**src/rtl/fetch_pkg.sv**
```systemverilog
// Shared types and constants for the fetch/decode boundary.
package fetch_pkg;

    // One queue slot: captured request info plus the returned instruction word.
    typedef struct packed {
        logic [31:0] inst;
        logic [31:0] pc;
        logic [63:0] order;
        logic        filled;
    } fetch_entry_t;

    // First pc fetched after reset; also used by the fetch stage.
    localparam logic [31:0] RESET_PC = 32'h1ECEB000;

endpackage

```
**src/rtl/fetch_queue.sv**
```systemverilog
// In-order fetch queue: reserves a slot per imem request, fills it when the
// in-order response returns and hands completed instructions to decode.
// Responses belonging to flushed requests are counted and discarded.
module fetch_queue
    import fetch_pkg::*;
#(
    parameter int unsigned DEPTH = 8
) (
    input  logic        clk,
    input  logic        rst,
    input  logic        flush,
    output logic        do_fetch,
    input  logic        imem_rqst,
    input  logic [31:0] fetch_pc,
    input  logic [63:0] fetch_order,
    input  logic [31:0] imem_rdata,
    input  logic        imem_resp,
    output logic        deq_valid,
    input  logic        deq_ready,
    output logic [31:0] deq_inst,
    output logic [31:0] deq_pc,
    output logic [63:0] deq_order
);

    localparam int unsigned IW = $clog2(DEPTH);
    // Extra MSB distinguishes full from empty.
    localparam int unsigned PW = IW + 1;

    logic [PW-1:0] head_q, head_d;
    logic [PW-1:0] fill_q, fill_d;
    logic [PW-1:0] tail_q, tail_d;
    logic [PW-1:0] drop_q, drop_d;

    fetch_entry_t slots_q [DEPTH];
    fetch_entry_t head_entry;

    logic [PW-1:0] count;
    logic [PW-1:0] pending;
    logic [PW:0]   inflight;
    logic          enq;
    logic          take_resp;
    logic          drop_resp;
    logic          deq;

    assign count    = tail_q - head_q;
    assign pending  = tail_q - fill_q;
    // Slots in use plus responses still owed for flushed requests.
    assign inflight = {1'b0, count} + {1'b0, drop_q};

    assign head_entry = slots_q[head_q[IW-1:0]];

    assign do_fetch  = !rst && !flush && (inflight < (PW + 1)'(DEPTH));
    assign deq_valid = (head_q != fill_q) && head_entry.filled && !flush;
    assign deq_inst  = head_entry.inst;
    assign deq_pc    = head_entry.pc;
    assign deq_order = head_entry.order;

    assign enq       = imem_rqst && !flush;
    assign take_resp = imem_resp && !flush && (drop_q == '0);
    assign drop_resp = imem_resp && !flush && (drop_q != '0);
    assign deq       = deq_valid && deq_ready;

    // Next-state for pointers and the stale-response counter.
    always_comb begin
        head_d = head_q;
        fill_d = fill_q;
        tail_d = tail_q;
        drop_d = drop_q;
        if (flush) begin
            head_d = '0;
            fill_d = '0;
            tail_d = '0;
            // Every unfilled reservation becomes a response to drop; a response
            // arriving this cycle pays off one of them immediately.
            drop_d = drop_q + pending - PW'(imem_resp);
        end else begin
            if (enq) begin
                tail_d = tail_q + PW'(1);
            end
            if (take_resp) begin
                fill_d = fill_q + PW'(1);
            end
            if (drop_resp) begin
                drop_d = drop_q - PW'(1);
            end
            if (deq) begin
                head_d = head_q + PW'(1);
            end
        end
    end

    // Pointer and counter registers.
    always_ff @(posedge clk or posedge rst) begin
        if (rst) begin
            head_q <= '0;
            fill_q <= '0;
            tail_q <= '0;
            drop_q <= '0;
        end else begin
            head_q <= head_d;
            fill_q <= fill_d;
            tail_q <= tail_d;
            drop_q <= drop_d;
        end
    end

    // Slot storage: enqueue captures pc/order, a kept response fills the inst.
    always_ff @(posedge clk or posedge rst) begin
        if (rst) begin
            for (int i = 0; i < int'(DEPTH); i++) begin
                slots_q[i] <= '0;
            end
        end else begin
            if (enq) begin
                slots_q[tail_q[IW-1:0]].pc     <= fetch_pc;
                slots_q[tail_q[IW-1:0]].order  <= fetch_order;
                slots_q[tail_q[IW-1:0]].filled <= 1'b0;
            end
            if (take_resp) begin
                slots_q[fill_q[IW-1:0]].inst   <= imem_rdata;
                slots_q[fill_q[IW-1:0]].filled <= 1'b1;
            end
        end
    end

endmodule
```
**config.mk**
```make
export PLATFORM = sky130hd
export DESIGN_NAME = fetch_queue
export DESIGN_NICKNAME = d
export VERILOG_FILES = /design/src/rtl/fetch_pkg.sv /design/src/rtl/fetch_queue.sv
export SDC_FILE = /design/constraint.sdc
export NUM_CORES = 2
export LEC_CHECK = 0
export CORE_ASPECT_RATIO = 0.7
export CORE_MARGIN = 1.5
export CORE_UTILIZATION = 35
export DETAILED_ROUTE_END_ITERATION = 6
export SYNTH_ARGS = -nofsm -noshare
export SYNTH_HDL_FRONTEND = slang
export SYNTH_SLANG_ARGS = --single-unit
```
**constraint.sdc**
```tcl
create_clock -name clk -period 37.9 [get_ports clk]
set_input_delay 7.58 -clock clk [delete_from_list [all_inputs] [get_ports clk]]
set_output_delay 7.58 -clock clk [all_outputs]
set_load 0.05 [all_outputs]
```
==> out/metrics.cfg <==
[run_status]
status=completed

[placement]
port_buffers=263
place_ws_ns=20.48
hpwl_mm=62.7
gp_congestion=0.695

[timing]
worstMarginPinSlew_ns=1.13
period_share_pct=45.9
drv_slew=0
grt_setup_unrepaired=no
timing.final.crit_period_ns=17.41
fin_ws_ns=20.49
setup_viol=0
fin_setup_tns_ns=0
hold_viol=0
skew_ns=0.0216
max_freq_mhz=57.4
slew_headroom_pct=24.6

[yosys]
yosys.area.top_type_share_pct=55.6
async_flop_share_pct=100
synth_cell_types=42
synthesis.area_um2=47200
synth_top_cell_by_area=dfrtp_1
netlist_top_cells_area=dfrtp_1, mux2_2, mux4_2
ys_seq_area_share_pct=55.6
synthCells=3078
avgSynthCellArea_um2=15.3
synth_edf_count=0
synthesis.nets=3233
ys_ff_latch=1048
synth-warning-count=0
ys.flop_type=dfrtp_1

[floorplanning]
dieHeight_um=310
dieArea_um2=137000
start_util_pct=35.3
core_area_um2=134000
die_w_um=442
ios=264
rows=112

[global_routing]
grt_util_all_layers_pct=17.0
grt_max_degree=173
grt_pass1_vias=28400
grt_pass1_wl_mm=179
grt.overflow.total=0
antenna_found_initial=15

[route]
firstDrtPassIters=5
routed_via_density=5.11
finalWirelength_mm=115
ant_nets=0
drtIter0Drc=1504
vias=26400
drc=0
drt-wirelength-per-cell_um=22.3

[cts]
cts.clk_slew.worst_paths_ns=0.06
cts_resized=0
clk_path_buf_depth=3
cts_tree=done
clock_sinks=1048
htree_levels=3
clock_latency_ns=0.74
cts_buffers=107
post_cts_buffers=0
cts-root-buf=clkbuf_16
postCtsHoldBufs=0

[worst_hold_path]
hold_path_class=flip-flop to flip-flop

[critical_path]
critPathCaptureType=output port
crit_path_top_delay_cell=clkdlybuf4s50_1
path_cells=clkdlybuf4s50_1 -> buf_4 -> or4_1 -> a211oi_1 -> clkdlybuf4s50_1
path_common_cell=clkdlybuf4s50_1
critPathArrivalTime_ns=9.83
crit_fanout=28
worstSetupPathType=input port to output port
crit_required_ns=30.32
cpPeakStageDelay_ns=0.84
critical_path.startpoint_type=input port
reg2reg_slack_ns=34.50

[layout]
syn_to_final_growth_pct=17.2
drive_gt1_share_pct=44.3
nets=3448

[job]
maxCapViolCount=0

[power_and_ir_drop]
p_per_area_nw_per_um2=56.2
ir_drop_uv=33.8
finalPower_w=0.00311
power.static_leakage_nw=25.6

Yosys cell counts (3+ instances only):
cell      count
dfrtp_1    1048
mux2_2      959
nand2_1     406
mux4_2      257
clkbuf_1     92
buf_2        76
mux2_1       38
mux2_4       29
buf_1        24
inv_1        22
ha_1         16
buf_6        12
nor2_1       10
xnor2_1      10
mux2i_1       7
o21ai_0       7
nand3_1       6
xor2_1        6
a21oi_1       5
fa_1          5
nand3b_1      5
or3_1         5
nand2b_1      3
nand4_1       3
o31ai_1       3
or4_1         3
stage by stage:
stage	utilization, %	cell area (um2)	cells	hold WS (ns)
2_1_floorplan	-	47200	3078	0.445
3_3_place_gp	38.6	51600	4951	0.460
3_5_place_dp	38.6	51600	4951	0.463
4_1_cts	41.4	55300	5150	0.479
5_1_grt	41.4	55300	5157	0.502
6_report	41.4	55300	5158	0.480
registers in the layout, indices dropped and copies added, names as in the netlist:
register,cells
head_q,4
tail_q,4
fill_q,4
slots_q,1032
drop_q,4
layout by cell type (no fill, tap or decap), drive strengths merged, types with 6 or more instances in the layout:
cell           Yosys  routed
buf              113      48
bufinv             0      12
clkbuf            92     145
clkdlybuf4s50      0     263
clkinv             0      33
dfrtp           1048    1048
diode              0       8
ha                16      16
inv               22      28
mux2            1026    1026
mux2i              7       7
mux4             257     257
nand2            406     406
nand3              6       6
nor2              10      10
o21ai              7       7
xnor2             10      10
xor2               6       6
critical path, delay by kind of cell:
family,cells,cell delay [ns]
AO/OA/AOI/OAI,1,0.23
buffers and inverters,3,1.46
AND/OR/NAND/NOR,1,0.55
cell type report:
type                            count  area [um2]
Clock buffer                      145        3080
Clock inverter                     54         627
Inverter                           22        95.1
Tap cell                         1767        2210
Timing Repair Buffer              311        3040
Antenna cell                        8        20.0
Multi-Input combinational cell   1803       20000
Fill cell                       12200       78200
Sequential cell                  1048       26200
path summary, 6_finish.rpt:
kind,from,depth (start not counted),to
max reg2reg,tail_q[0]$_DFFE_PP0P_,5,slots_q[192]$_DFFE_PP0P_
max in group asynchronous,rst,7,slots_q[96]$_DFFE_PP0P_
min reg2reg,slots_q[645]$_DFF_PP0_,2,slots_q[645]$_DFF_PP0_
min,slots_q[645]$_DFF_PP0_,2,slots_q[645]$_DFF_PP0_
max,flush,5,do_fetch
min in group asynchronous,rst,2,slots_q[1027]$_DFFE_PP0P_
where the power goes:
group,switching (W),internal [W]
Sequential,0.0000819,0.00128
Clock,0.000465,0.000653
Combinational,0.000323,0.000301
Total,0.000870,0.00224
logic make-up after synthesis:
family                   synth area share (%)
multiplexers                             37.1
AO/OA/AOI/OAI                           0.292
adder cells (fa/ha/maj)                 0.636
buffers and inverters                    2.21
AND/OR/NAND/NOR                          3.86
XOR/XNOR                                0.345
flip-flops                               55.6
per-layer routing:
layer | part of all wire (%) | routed length (um) | GRT usage, % | vias up
li1 | - | - | - | 11600
met1 | 46 | 53300 | 23.3 | 14200
met2 | 48 | 55000 | 27.5 | 358
met3 | 3.6 | 4140 | 3.32 | 171
met4 | 2.1 | 2450 | 4.54 | 10
met5 | 0.059 | 68 | 0 | -
Note: power is estimated with default switching activity, not from simulation.
